===== src/rtl/csr_unit.sv =====
// -----------------------------------------------------------------------------
// csr_unit
//
// Purpose:
//   Zicsr-style CSR execution unit. It holds the free-running cycle counter
//   (with time as an alias), the retired-instruction counter and a bank of
//   read/write scratch CSRs. It executes CSRRW/RS/RC and their immediate forms
//   and returns one registered response per request.
//
// Handshake:
//   There is no ready signal. A request is accepted on every rising edge where
//   req_valid=1. rsp_valid and its payload (rdata, rd_we, illegal) are
//   registered on that same edge, so they are valid for exactly the following
//   cycle. In a cycle that follows req_valid=0 the whole payload is 0.
//
// Ports:
//   clk        in   single clock, rising edge
//   nreset     in   asynchronous active-low reset
//   req_valid  in   CSR instruction presented this cycle
//   funct3     in   [2:0] CSR operation encoding
//   csr_addr   in   [11:0] CSR address
//   rs1        in   [4:0] source index / zimm for the immediate forms
//   rd         in   [4:0] destination index
//   wdata      in   [XLEN-1:0] rs1 register value
//   retire     in   one pulse per retired instruction
//   rsp_valid  out  response valid
//   rdata      out  [XLEN-1:0] old CSR value (0 on illegal)
//   rd_we      out  write rdata to rd
//   illegal    out  illegal CSR access
// -----------------------------------------------------------------------------
module csr_unit #(
    parameter int XLEN        = 32,
    parameter int NUM_SCRATCH = 4
) (
    input  logic            clk,
    input  logic            nreset,
    input  logic            req_valid,
    input  logic [2:0]      funct3,
    input  logic [11:0]     csr_addr,
    input  logic [4:0]      rs1,
    input  logic [4:0]      rd,
    input  logic [XLEN-1:0] wdata,
    input  logic            retire,
    output logic            rsp_valid,
    output logic [XLEN-1:0] rdata,
    output logic            rd_we,
    output logic            illegal
);

    localparam int CW = 2 * XLEN;

    localparam logic [11:0] A_CYCLE    = 12'hC00;
    localparam logic [11:0] A_TIME     = 12'hC01;
    localparam logic [11:0] A_INSTRET  = 12'hC02;
    localparam logic [11:0] A_CYCLEH   = 12'hC80;
    localparam logic [11:0] A_TIMEH    = 12'hC81;
    localparam logic [11:0] A_INSTRETH = 12'hC82;
    localparam logic [11:0] A_SCRATCH  = 12'h7C0;

    // Architectural state
    logic [CW-1:0]   r_cycle;
    logic [CW-1:0]   r_instret;
    logic [XLEN-1:0] r_scratch [NUM_SCRATCH];

    // Registered response
    logic            r_rsp_valid;
    logic [XLEN-1:0] r_rdata;
    logic            r_rd_we;
    logic            r_illegal;

    // Decode
    logic                   w_is_rw;
    logic                   w_op_legal;
    logic                   w_wr_intent;
    logic                   w_cnt_hit;
    logic                   w_scr_hit;
    logic [NUM_SCRATCH-1:0] w_scr_sel;
    logic                   w_illegal;
    logic                   w_rd_we;
    logic                   w_scr_write;
    logic [XLEN-1:0]        w_operand;
    logic [XLEN-1:0]        w_old;
    logic [XLEN-1:0]        w_new;

    always_comb begin
        w_is_rw     = (funct3[1:0] == 2'b01);
        w_op_legal  = (funct3[1:0] != 2'b00);
        w_operand   = funct3[2] ? {{(XLEN-5){1'b0}}, rs1} : wdata;
        // Set/clear with rs1==0 is a pure read and never counts as a write.
        w_wr_intent = w_is_rw || (rs1 != 5'd0);

        w_cnt_hit = 1'b1;
        w_old     = '0;
        case (csr_addr)
            A_CYCLE, A_TIME:   w_old = r_cycle[XLEN-1:0];
            A_INSTRET:         w_old = r_instret[XLEN-1:0];
            A_CYCLEH, A_TIMEH: w_old = r_cycle[CW-1:XLEN];
            A_INSTRETH:        w_old = r_instret[CW-1:XLEN];
            default:           w_cnt_hit = 1'b0;
        endcase

        // Loop-based select keeps the scratch bank free of index-width issues
        // for any NUM_SCRATCH in 1..16.
        w_scr_sel = '0;
        for (int i = 0; i < NUM_SCRATCH; i++) begin
            if (csr_addr == A_SCRATCH + 12'(i)) begin
                w_scr_sel[i] = 1'b1;
                w_old        = r_scratch[i];
            end
        end
        w_scr_hit = |w_scr_sel;

        // Counters are read-only: only a suppressed write may touch them.
        w_illegal = !w_op_legal || !(w_cnt_hit || w_scr_hit) ||
                    (w_wr_intent && w_cnt_hit);

        case (funct3[1:0])
            2'b01:   w_new = w_operand;
            2'b10:   w_new = w_old | w_operand;
            2'b11:   w_new = w_old & ~w_operand;
            default: w_new = w_old;
        endcase

        w_scr_write = req_valid && !w_illegal && w_wr_intent && w_scr_hit;
        w_rd_we     = !w_illegal && !(w_is_rw && (rd == 5'd0));
    end

    always_ff @(posedge clk or negedge nreset) begin
        if (!nreset) begin
            r_cycle     <= '0;
            r_instret   <= '0;
            r_rsp_valid <= 1'b0;
            r_rdata     <= '0;
            r_rd_we     <= 1'b0;
            r_illegal   <= 1'b0;
            for (int i = 0; i < NUM_SCRATCH; i++) begin
                r_scratch[i] <= '0;
            end
        end else begin
            // Both counters wrap silently at 2^CW.
            r_cycle <= r_cycle + CW'(1);
            if (retire) begin
                r_instret <= r_instret + CW'(1);
            end

            r_rsp_valid <= req_valid;
            r_illegal   <= req_valid && w_illegal;
            r_rd_we     <= req_valid && w_rd_we;
            r_rdata     <= (req_valid && !w_illegal) ? w_old : '0;

            // Committed on the response edge so a back-to-back access sees it.
            for (int i = 0; i < NUM_SCRATCH; i++) begin
                if (w_scr_write && w_scr_sel[i]) begin
                    r_scratch[i] <= w_new;
                end
            end
        end
    end

    assign rsp_valid = r_rsp_valid;
    assign rdata     = r_rdata;
    assign rd_we     = r_rd_we;
    assign illegal   = r_illegal;

endmodule

===== config.mk =====
export PLATFORM = sky130hd
export DESIGN_NAME = csr_unit
export DESIGN_NICKNAME = d
export VERILOG_FILES = /design/src/rtl/csr_unit.sv
export SDC_FILE = /design/constraint.sdc
export NUM_CORES = 1
export LEC_CHECK = 0
export ABC_AREA = 1
export BUFFER_PORTS_ARGS = -buffer_cell sky130_fd_sc_hd__buf_2
export CAP_MARGIN = 10
export CORE_ASPECT_RATIO = 2
export CORE_MARGIN = 5
export CORE_UTILIZATION = 45
export CTS_BUF_LIST = sky130_fd_sc_hd__clkbuf_8
export CTS_CLUSTER_SIZE = 20
export DETAILED_ROUTE_END_ITERATION = 8
export GPL_TIMING_DRIVEN = 0
export SYNTH_ARGS = -nofsm -noshare
export SYNTH_HDL_FRONTEND = slang
export SYNTH_SLANG_ARGS = --single-unit

===== constraint.sdc =====
create_clock -name clk -period 2.56 [get_ports clk]
set_input_delay 0.512 -clock clk [delete_from_list [all_inputs] [get_ports clk]]
set_output_delay 0.512 -clock clk [all_outputs]
set_load 0.01 [all_outputs]

# Yosys cells after proc, flatten, opt, wreduce, memory -nomap -nowiden

Index checks and enable logic that the tools add are counted.

Output and inout bits: 35
Bits of input ports: 61
Word-level logic and storage cells: 68
Register bits: 291

Mux-type cells: 13
Reductions and logical operators: 27
Eq/ne operators: 13
Add/sub/neg operators: 2
Bitwise operators: 3

Operators with widths:

| kind                                                   | number |
|---|---|
| two-way mux 32 bit                                     | 6 |
| adder 64 x 1 -> 64 bit (second input constant)         | 2 |
| case mux 32 bit (4 select lines)                       | 1 |
| case mux 32 bit (3 select lines)                       | 1 |
| equality test 12 bit (second input constant)           | 6 |
| equality test 12 x 11 -> 1 bit (second input constant) | 4 |
| bitwise AND 32 bit                                     | 1 |
| NOT 32 bit                                             | 1 |
| bitwise OR 32 bit                                      | 1 |
| logical AND 1 bit                                      | 12 |
| OR reduction 6 bit                                     | 1 |
| logical NOT 5 bit                                      | 1 |
| two-way mux 1 bit                                      | 5 |
| nonzero test 5 bit                                     | 1 |
| equality test 2 bit (second input constant)            | 2 |
| logical NOT 1 bit                                      | 4 |
| logical OR 1 bit                                       | 4 |
| OR reduction 2 bit                                     | 2 |
| OR reduction 4 bit                                     | 1 |
| equality test 2 x 1 -> 1 bit (second input constant)   | 1 |
| nonzero test 2 bit                                     | 1 |

# Logic depth before layout (Yosys ltp)

Gate-level depths: netlist (run 1).

Depth in word-level cells: 12
Gate-level depth with buffers: 17
Mapped depth without buffers: 16

# Worst setup path after synthesis (run 1)

No wires, ideal clock.

Path type: in2reg
From: input csr_addr[3]
To: register r_scratch[3] in the netlist's numbering
Data required time: 2.443 ns
Slack: 0.518 ns
Setup time: 0.117 ns
Stages: 15
Path buffers: 2
Arrival: 1.926 ns
Path through: nor2_1 > inv_1 > or2_1 > nor2_1 > nand2_1 > buf_2 > buf_2 > nor2_1 > nor2_1 > nand2_1 > nand2_1 > nand2_1 > nand2_1 > nand2_1 > nand2_1

Word-level cells in the longest chain between the ends: 12
Elaborated cells on any way between the ends: 37

Ends and longest elaborated chain:

| item                                                                      | RTL line | source |
|---|---|---|
| start, declared                                                           | 39       | `input logic [11:0] csr_addr,` |
| branches (longest 12 deep; another with case mux 32 bit (4 select lines)) | n/a      |  |
| end signal, assigned by index                                             | 154      | `r_scratch[i] <= w_new;` |
| end, declared                                                             | 63       | `logic [XLEN-1:0] r_scratch [NUM_SCRATCH];` |

Several ways; the timed one is not identified.
A chain may end at the register's enable or synchronous reset.

# Worst setup path after layout (run 1)

From: input csr_addr[3]
To: register r_scratch[23] in the netlist's numbering

Same word-level chain as after synthesis.

==> Implementation_results.wiki, run 1 <==
{| class="wikitable"
! Metric !! Value
|-
| Vias in the first global route || 15,496
|-
| DR vias || 15,122
|-
| Cells along the critical path || buf_2 -> nor2_1 -> inv_1 -> nor2_1 -> clkbuf_4 -> buf_2 -> nand3_1 -> nand3_1 -> o21ai_0 -> nand2_1 -> nand2_1 -> nand2_1 -> nand2_1 -> nand2_1 -> nand2_1 -> nand2_1
|-
| Status || finished, final reports clean
|-
| Max rail drop VDD || between 0.0005 and 0.0006 V
|-
| H-Tree Depth || 2
|-
| Critical Path Most Common Cell || nand2_1
|-
| Syn-to-layout area delta || 12.83%
|-
| Starting density of the core || between 40% and 50%
|-
| Slowest-stage cell, CP || clkbuf_4
|-
| Total I/O pin count || 96
|-
| Max_cap viols || 0
|-
| Transition time at the pin with the least slew margin || approximately 0.85 ns
|-
| Crit path time final || 2.476 ns
|-
| CTS tree || yes
|-
| Crit Reg-Reg Startpoint || r_instret[1]
|-
| Area used by multi-input combinational logic || just under 8000 µm²
|-
| Post-route clock skew || between 0.02 and 0.03 ns
|-
| Startpoint type of the worst setup path || primary input
|-
| Post-synth top area cell || dfrtp_1
|-
| CTS Root Cell || clkbuf_8
|-
| Sequential share of the synthesized area || 44.86%
|-
| Leakage || roughly 10 nW
|-
| Area of the mapped netlist || between 15,000 and 20,000 µm²
|-
| Highest clock frequency the design can meet || between 400 and 500 MHz
|-
| Worst path bufs/invs || 4
|-
| Fraction of layout instances using a drive strength above 1 || approximately 11%
|-
| Mapped Nets || ~2,300
|-
| Area occupied by registers || between 7000 and 8000 µm²
|-
| Count of buffers from port buffering || 95
|-
| Wire length of the first global-routing pass || around 87,000 µm
|-
| Die W || 144.3 µm
|-
| Final setup margin || between 0.08 and 0.09 ns
|-
| Count of nets after finishing || around 2,500
|-
| Total DRC errors in the routed layout || 0
|-
| Number of nets with antenna violations after detailed routing || 0
|-
| Number of antenna violations at the first check in global routing || 1
|-
| Crit-path leading delay family || simple AND/OR/NAND/NOR gates
|-
| Number of rows created at floorplan || between 90 and 100
|-
| Post-route cell area || approximately 18,000 µm²
|-
| Nature of the critical path endpoint || flop
|-
| Area of the placeable core || approximately 36,000 µm²
|-
| Number of distinct library cells after synthesis || 37
|-
| Count of state elements after synthesis || between 200 and 300
|-
| Rel. slew slack || between 40% and 50%
|-
| Total routing usage reported by global routing || approximately 28%
|-
| Filler cell count in the final layout || ~3,600
|-
| Proportion of netlist area held by the largest area contributor || about 45%
|-
| Via count normalized by instance count || between 5 and 6
|-
| Clock transition at the registers of the reported paths || roughly 0.060 ns
|-
| Pin count of the biggest net entering global routing || around 110
|-
| Final count of pins violating max slew || 0
|-
| Min-Delay Path Class || in -> reg
|-
| Total placed instance area || around 17,000 µm²
|-
| Sinks on the clock net || a little under 300
|-
| Half-perimeter wire length after detailed placement || 45,000 µm
|-
| Synth Instances || between 2,000 and 2,500
|-
| Pre-Repair DR Iteration Count || 6
|-
| Hold violation total from the final report || 0
|-
| Required time of the critical path || 3.09 ns
|-
| Critical path origin || csr_addr[3]
|-
| Die outline height || 278.6 µm
|-
| Latest clock arrival within the worst-skew pair || ~0.61 ns
|-
| Crit path DAT || roughly 3 ns
|-
| Total setup violations reported at the end of the flow || 0
|-
| Cells taking the most area after synthesis || dfrtp_1, nand2_1, nand3_1
|-
| Number of warnings issued by yosys || 0
|-
| Critical path class || in -> reg
|-
| Period utilization || between 90% and 100%
|-
| Crit-path max FO || 10
|-
| Detailed Route WL || about 56,000 µm
|-
| Die footprint || around 40,000 µm²
|-
| 1st-iter DRT viols || approximately 900
|-
| Global placer's final weighted congestion || 1.028
|-
| Post-Syn Area per Cell || between 7 and 8 µm²
|-
| Power density normalized to cell area || approximately 500 nW/µm²
|-
| Post-place setup slack || -0.4549 ns
|-
| Wirelength per Cell || between 15 and 20 µm
|-
| Start point of the worst hold path || req_valid
|-
| Max clock buf depth || 3
|-
| Delay of the slowest cell on the worst path || around 0.27 ns
|-
| Residual overflow from global routing || 0
|-
| Number of CTS-inserted buffers || 46
|}
[layout make-up]
type | instances | area share [%]
tap | 450 | 3.074
timing repair buffer | 98 | 3.006
inverter | 180 | 3.689
multi-input combinational | 1694 | 43.09
buffer | 93 | 2.302
antenna | 1 | 0.01366
clock inverter | 17 | 0.5602
clock buffer | 60 | 4.509
sequential | 291 | 39.76
[flip-flops by register name, indices dropped and copies added (netlist names)]
name and flops:
illegal 1, r_cycle 64, r_instret 64, r_scratch 128, rd_we 1, rdata 32, rsp_valid 1
[metrics by stage]
| stage | hold WS (ns) | utilization, % | std cells | setup TNS [ns] | power (mW) |
|---|---|---|---|---|---|
| floorplan | 0.2164 | - | 2258 | 0 | 5.016 |
| global placement | 0.4561 | 48.40 | 2803 | -1396.18 | 5.276 |
| detailed placement | 0.4610 | 48.59 | 2805 | -42.98 | 5.291 |
| CTS | 0.04957 | 51.22 | 2883 | 0 | 9.460 |
| global route | 0.07008 | 51.33 | 2884 | -0.01716 | 9.696 |
| finish | 0.08942 | 51.33 | 2884 | 0 | 9.363 |
[path summary, 6_finish.rpt]
check                                       to  slack, ns  cells after the start
max in group asynchronous            rdata[24]       0.90                      3
min in group asynchronous        r_instret[22]       0.57                      2
worst max register to register   r_instret[52]       0.16                      9
worst max-delay path             r_scratch[23]       0.08                     16
worst min-delay path                 rsp_valid       0.09                      1
worst min register to register  r_scratch[109]       0.48                      2
[where the power goes]
group          switching (mW)  total (mW)  internal, mW
registers              0.0995        4.75          4.65
logic                   0.315       0.457         0.142
clock network            1.97        4.15          2.19
[cells in the mapped netlist, drive strengths merged]
| library cell | number |
|---|---|
| nand2 | 885 |
| dfrtp | 291 |
| nor2 | 247 |
| nand3 | 191 |
| inv | 180 |
| xor2 | 98 |
| nor3 | 72 |
| buf | 60 |
| o21ai | 59 |
| nand4 | 37 |
| a21oi | 33 |
| clkbuf | 33 |
| xnor2 | 27 |
| nor4 | 18 |
| nand3b | 6 |
| mux2 | 5 |
| o21bai | 5 |
| and2 | 3 |
| or2 | 3 |
| ha | 2 |
| nor3b | 2 |
| or3 | 1 |
[per-layer routing]
metal / vias up / part of all wire (%) / global-route usage, %
met4: 0 / 7.8 / 18.27
li1: 7400 / - / -
met1: 7055 / 35 / 29.38
met2: 467 / 53 / 52.27
met5: - / 0 / 0
met3: 200 / 3.9 / 3.422
[cells by family after synthesis]
kind of cell	after synthesis	share of synthesized area, %
muxes	5	0.3468
and+or+nand+nor	1465	38.11
buffers and inverters	273	6.713
xor gates and xnor gates	125	6.744
adders and majority gates	2	0.1541
AOI/OAI and AO/OA	97	3.068
DFF	291	44.86
[layout by cell type, fill, tap and decap left out, drive strengths merged]
master       count
a21oi           33
and2             3
buf            152
bufinv           1
clkbuf          98
clkinv           2
dfrtp          291
diode            1
dlygate4sd3      1
ha               2
inv            194
mux2             5
nand2          885
nand3          191
nand3b           6
nand4           37
nor2           247
nor3            72
nor3b            2
nor4            18
o21ai           59
o21bai           5
or2              3
or3              1
xnor2           27
xor2            98
[repair_timing]
action | CTS | global route
setup buffers | 0 | 0
endpoints found under the hold margin | 16 | 0
setup endpoints to repair | 0 | 20
gates resized for setup | 0 | 13
hold buffers | 1 | 0
Note: power is estimated with default switching activity, not from simulation.
==> inputs of run 2 (changes only) <==
- CORE_ASPECT_RATIO: 2 -> 0.7
==> run 2 against run 1 <==
Effect of this change:
- clock skew rose by 0.0034 ns
- worst hold slack improved by 0.020 ns
- die area shrank 0.42%
- critical path type unchanged
- global-route usage decreased by 2.2 points
- sequential share of layout area decreased by 0.33 points
- maximum frequency increased by 3.8%
- flip-flop and latch count unchanged
- cell area up 0.83%
- combinational power about the same
- total power is 1.7% higher
- first-iteration DRC count grew 79%
- final cell count is 1.6% higher
- largest power group unchanged
==> Implementation_results.wiki, run 2 (synthesized netlist as in run 1, its figures left out) <==
{| class="wikitable"
! Metric !! Value
|-
| Total setup violations reported at the end of the flow || 0 (unchanged)
|-
| H-Tree Depth || 2 (unchanged)
|-
| Worst path bufs/invs || 5 (+1)
|-
| Syn-to-layout area delta || 13.76%
|-
| CTS tree || yes
|-
| Number of antenna violations at the first check in global routing || 0 (-1)
|-
| Placed insts || 2,836 (+1.1%)
|-
| Highest clock frequency the design can meet || 419.3 MHz (+3.8%)
|-
| Area of the placeable core || 35,780 µm² (+0.27%)
|-
| Largest register by flop count || r_scratch
|-
| Wire length of the first global-routing pass || 82,510 µm (-5.6%)
|-
| Worst hold slack || 0.1090 ns (+0.01955 ns)
|-
| Wirelength per Cell || 18.12 µm (-7.3%)
|-
| Total DRC errors in the routed layout || 0 (unchanged)
|-
| Half-perimeter wire length after detailed placement || 41,970 µm (-6.7%)
|-
| Number of CTS-inserted buffers || 50 (+8.7%)
|-
| Post-route cell area || 18,470 µm² (+0.83%)
|-
| Total I/O pin count || 96 (unchanged)
|-
| Global placer's final weighted congestion || 0.9438 (-8.2%)
|-
| Required time of the critical path || 3.05 ns (-0.04 ns)
|-
| 1st-iter DRT viols || 1,605 (+79%)
|-
| Crit path time final || 2.385 ns (-0.09110 ns)
|-
| Nature of the critical path endpoint || flop
|-
| Delay of the slowest cell on the worst path || 0.59 ns (+0.32 ns)
|-
| Most used cells in the layout excluding fill and tap cells || nand2_1, dfrtp_1, nor2_1
|-
| Period utilization || 93.16% (-3.6 points)
|-
| Fraction of layout instances using a drive strength above 1 || 11.19% (+0.13 points)
|-
| Fin util || 51.62% (+0.29 points)
|-
| Startpoint type of the worst setup path || primary input
|-
| Hold violation total from the final report || 0 (unchanged)
|-
| Final count of pins violating max slew || 0 (unchanged)
|-
| Rel. slew slack || 45.56% (+2.0 points)
|-
| Status || finished, final reports clean
|-
| Latest clock arrival within the worst-skew pair || 0.61 ns (about the same)
|-
| Count of buffers from port buffering || 95 (unchanged)
|-
| Residual overflow from global routing || 0 (unchanged)
|-
| Ant diodes || 0 (-1)
|-
| CTS Root Cell || clkbuf_8
|-
| Die W || 237.0 µm (+64%)
|-
| Most common library cell in the layout ignoring fill and taps || nand2_1
|-
| Area used by multi-input combinational logic || 7888 µm² (about the same)
|-
| Min-Delay Path Class || in -> reg
|-
| Pin count of the biggest net entering global routing || 92 (-15%)
|-
| Sinks on the clock net || 291 (unchanged)
|-
| Detailed Route WL || 53,070 µm (-5.9%)
|-
| Final Instance Count excl. Fillers || 2,929 (+1.6%)
|-
| Total placed instance area || 17,400 µm² (+0.38%)
|-
| Number of rows created at floorplan || 58 (-41%)
|-
| Max_cap viols || 0 (unchanged)
|-
| Number of nets with antenna violations after detailed routing || 0 (unchanged)
|-
| Slowest-stage cell, CP || o21ai_0
|-
| Vias in the first global route || 14,444 (-6.8%)
|-
| Area occupied by registers || 7282 µm² (unchanged)
|-
| Count of nets after finishing || 2,473 (+0.24%)
|-
| Setup repair after global routing missed its margin || false
|-
| Post-route clock skew || 0.02978 ns (+0.003353 ns)
|-
| Critical path class || in -> reg
|-
| Biggest registers after layout || r_scratch x128, r_cycle x64, r_instret x64
|-
| Transition time at the pin with the least slew margin || 0.8092 ns (-0.03684 ns)
|-
| Via count normalized by instance count || 5.228 (-0.30%)
|-
| Crit path DAT || 2.88 ns (-0.12 ns)
|-
| Max rail drop VDD || 0.0003325 V (-40%)
|-
| Clock transition at the registers of the reported paths || 0.06 ns (about the same)
|-
| Die footprint || 40,030 µm² (-0.42%)
|-
| Total routing usage reported by global routing || 26.14% (-2.2 points)
|-
| Power density normalized to cell area || 515.4 nW/µm² (+0.82%)
|-
| Die outline height || 168.9 µm (-39%)
|-
| Filler cell count in the final layout || 3,603 (-0.41%)
|-
| Max FFs per register || 128 (unchanged)
|-
| Max clock buf depth || 3 (unchanged)
|-
| Cells along the critical path || buf_2 -> inv_1 -> nand2_1 -> inv_1 -> buf_2 -> clkbuf_2 -> nand3_1 -> nand3_1 -> o21ai_0 -> nand2_1 -> nand2_1 -> nand2_1 -> nand2_1 -> nand2_1 -> nand2_1 -> nand2_1
|-
| Leakage || 10.21 nW (+0.93%)
|-
| Critical Path Most Common Cell || nand2_1
|-
| Setup TNS || 0 ns (unchanged)
|-
| Pre-Repair DR Iteration Count || 5 (-1)
|-
| Starting density of the core || 45.37% (-0.12 points)
|-
| Crit-path max FO || 10 (unchanged)
|-
| DR vias || 15,312 (+1.3%)
|-
| Crit-path leading delay family || simple AND/OR/NAND/NOR gates
|}
==> run 2: cell types whose count changed in the layout (fill, tap and decap cells not counted), sizes merged <==
cell	previous run	this run
inv	194	202
clkbuf	98	103
buf	152	155
bufinv	1	0
clkinvlp	0	1
diode	1	0
==> run 2: per-layer routing <==
| metal | up-vias | routed length [µm] | global-route usage, % | share of wire, % |
|---|---|---|---|---|
| li1 | 7402 | - | - | - |
| met1 | 7296 | 25500 | 40.31 | 48 |
| met2 | 559 | 21080 | 35.88 | 40 |
| met3 | 55 | 5758 | 8.827 | 11 |
| met4 | 0 | 723 | 4.565 | 1.4 |
| met5 | - | 0 | 0 | 0 |
==> run 2: layout make-up <==
type,count,area share [%]
well taps,480,3.252
inverters,180,3.659
clock buffers,66,4.919
clock inverters,25,0.5827
multi-input cells,1694,42.71
repair buffers,100,3.171
plain buffers,93,2.270
flip-flops and latches,291,39.43
==> run 2: worst paths after layout <==
| path | startpoint | endpoint | slack (ns) | depth (start not counted) |
|---|---|---|---|---|
| setup / recovery | csr_addr[1] | r_scratch[72] | 0.18 | 16 |
| min in group asynchronous | nreset | r_instret[39] | 0.40 | 2 |
| hold reg to reg | r_scratch[109] | r_scratch[109] | 0.48 | 2 |
| max in group asynchronous | nreset | r_scratch[63] | 0.98 | 4 |
| hold / removal | req_valid | rsp_valid | 0.11 | 1 |
| setup reg to reg | r_cycle[1] | r_cycle[62] | 0.19 | 11 |
==> run 2: repair_timing <==
action / CTS / global route
resized for setup: 1 / 10
setup endpoints to repair: 1 / 24
pin swaps: 0 / 1
hold buffers: 1 / 0
buffers inserted: 0 / 1
hold endpoints to repair: 42 / 0
==> run 2: where the power goes <==
part	internal, mW	switching, mW
Clock	2.30	2.03
Sequential	4.65	0.0806
Combinational	0.147	0.313
Total	7.10	2.42
==> run 2: per-stage QoR <==
stage | setup slack [ns] | power, mW
2_1_floorplan | 0.5179 | 5.016
3_5_place_dp | -0.5175 | 5.284
3_3_place_gp | -4.768 | 5.256
5_1_grt | 0.009197 | 9.924
4_1_cts | 0.07528 | 9.613
6_report | 0.1752 | 9.518
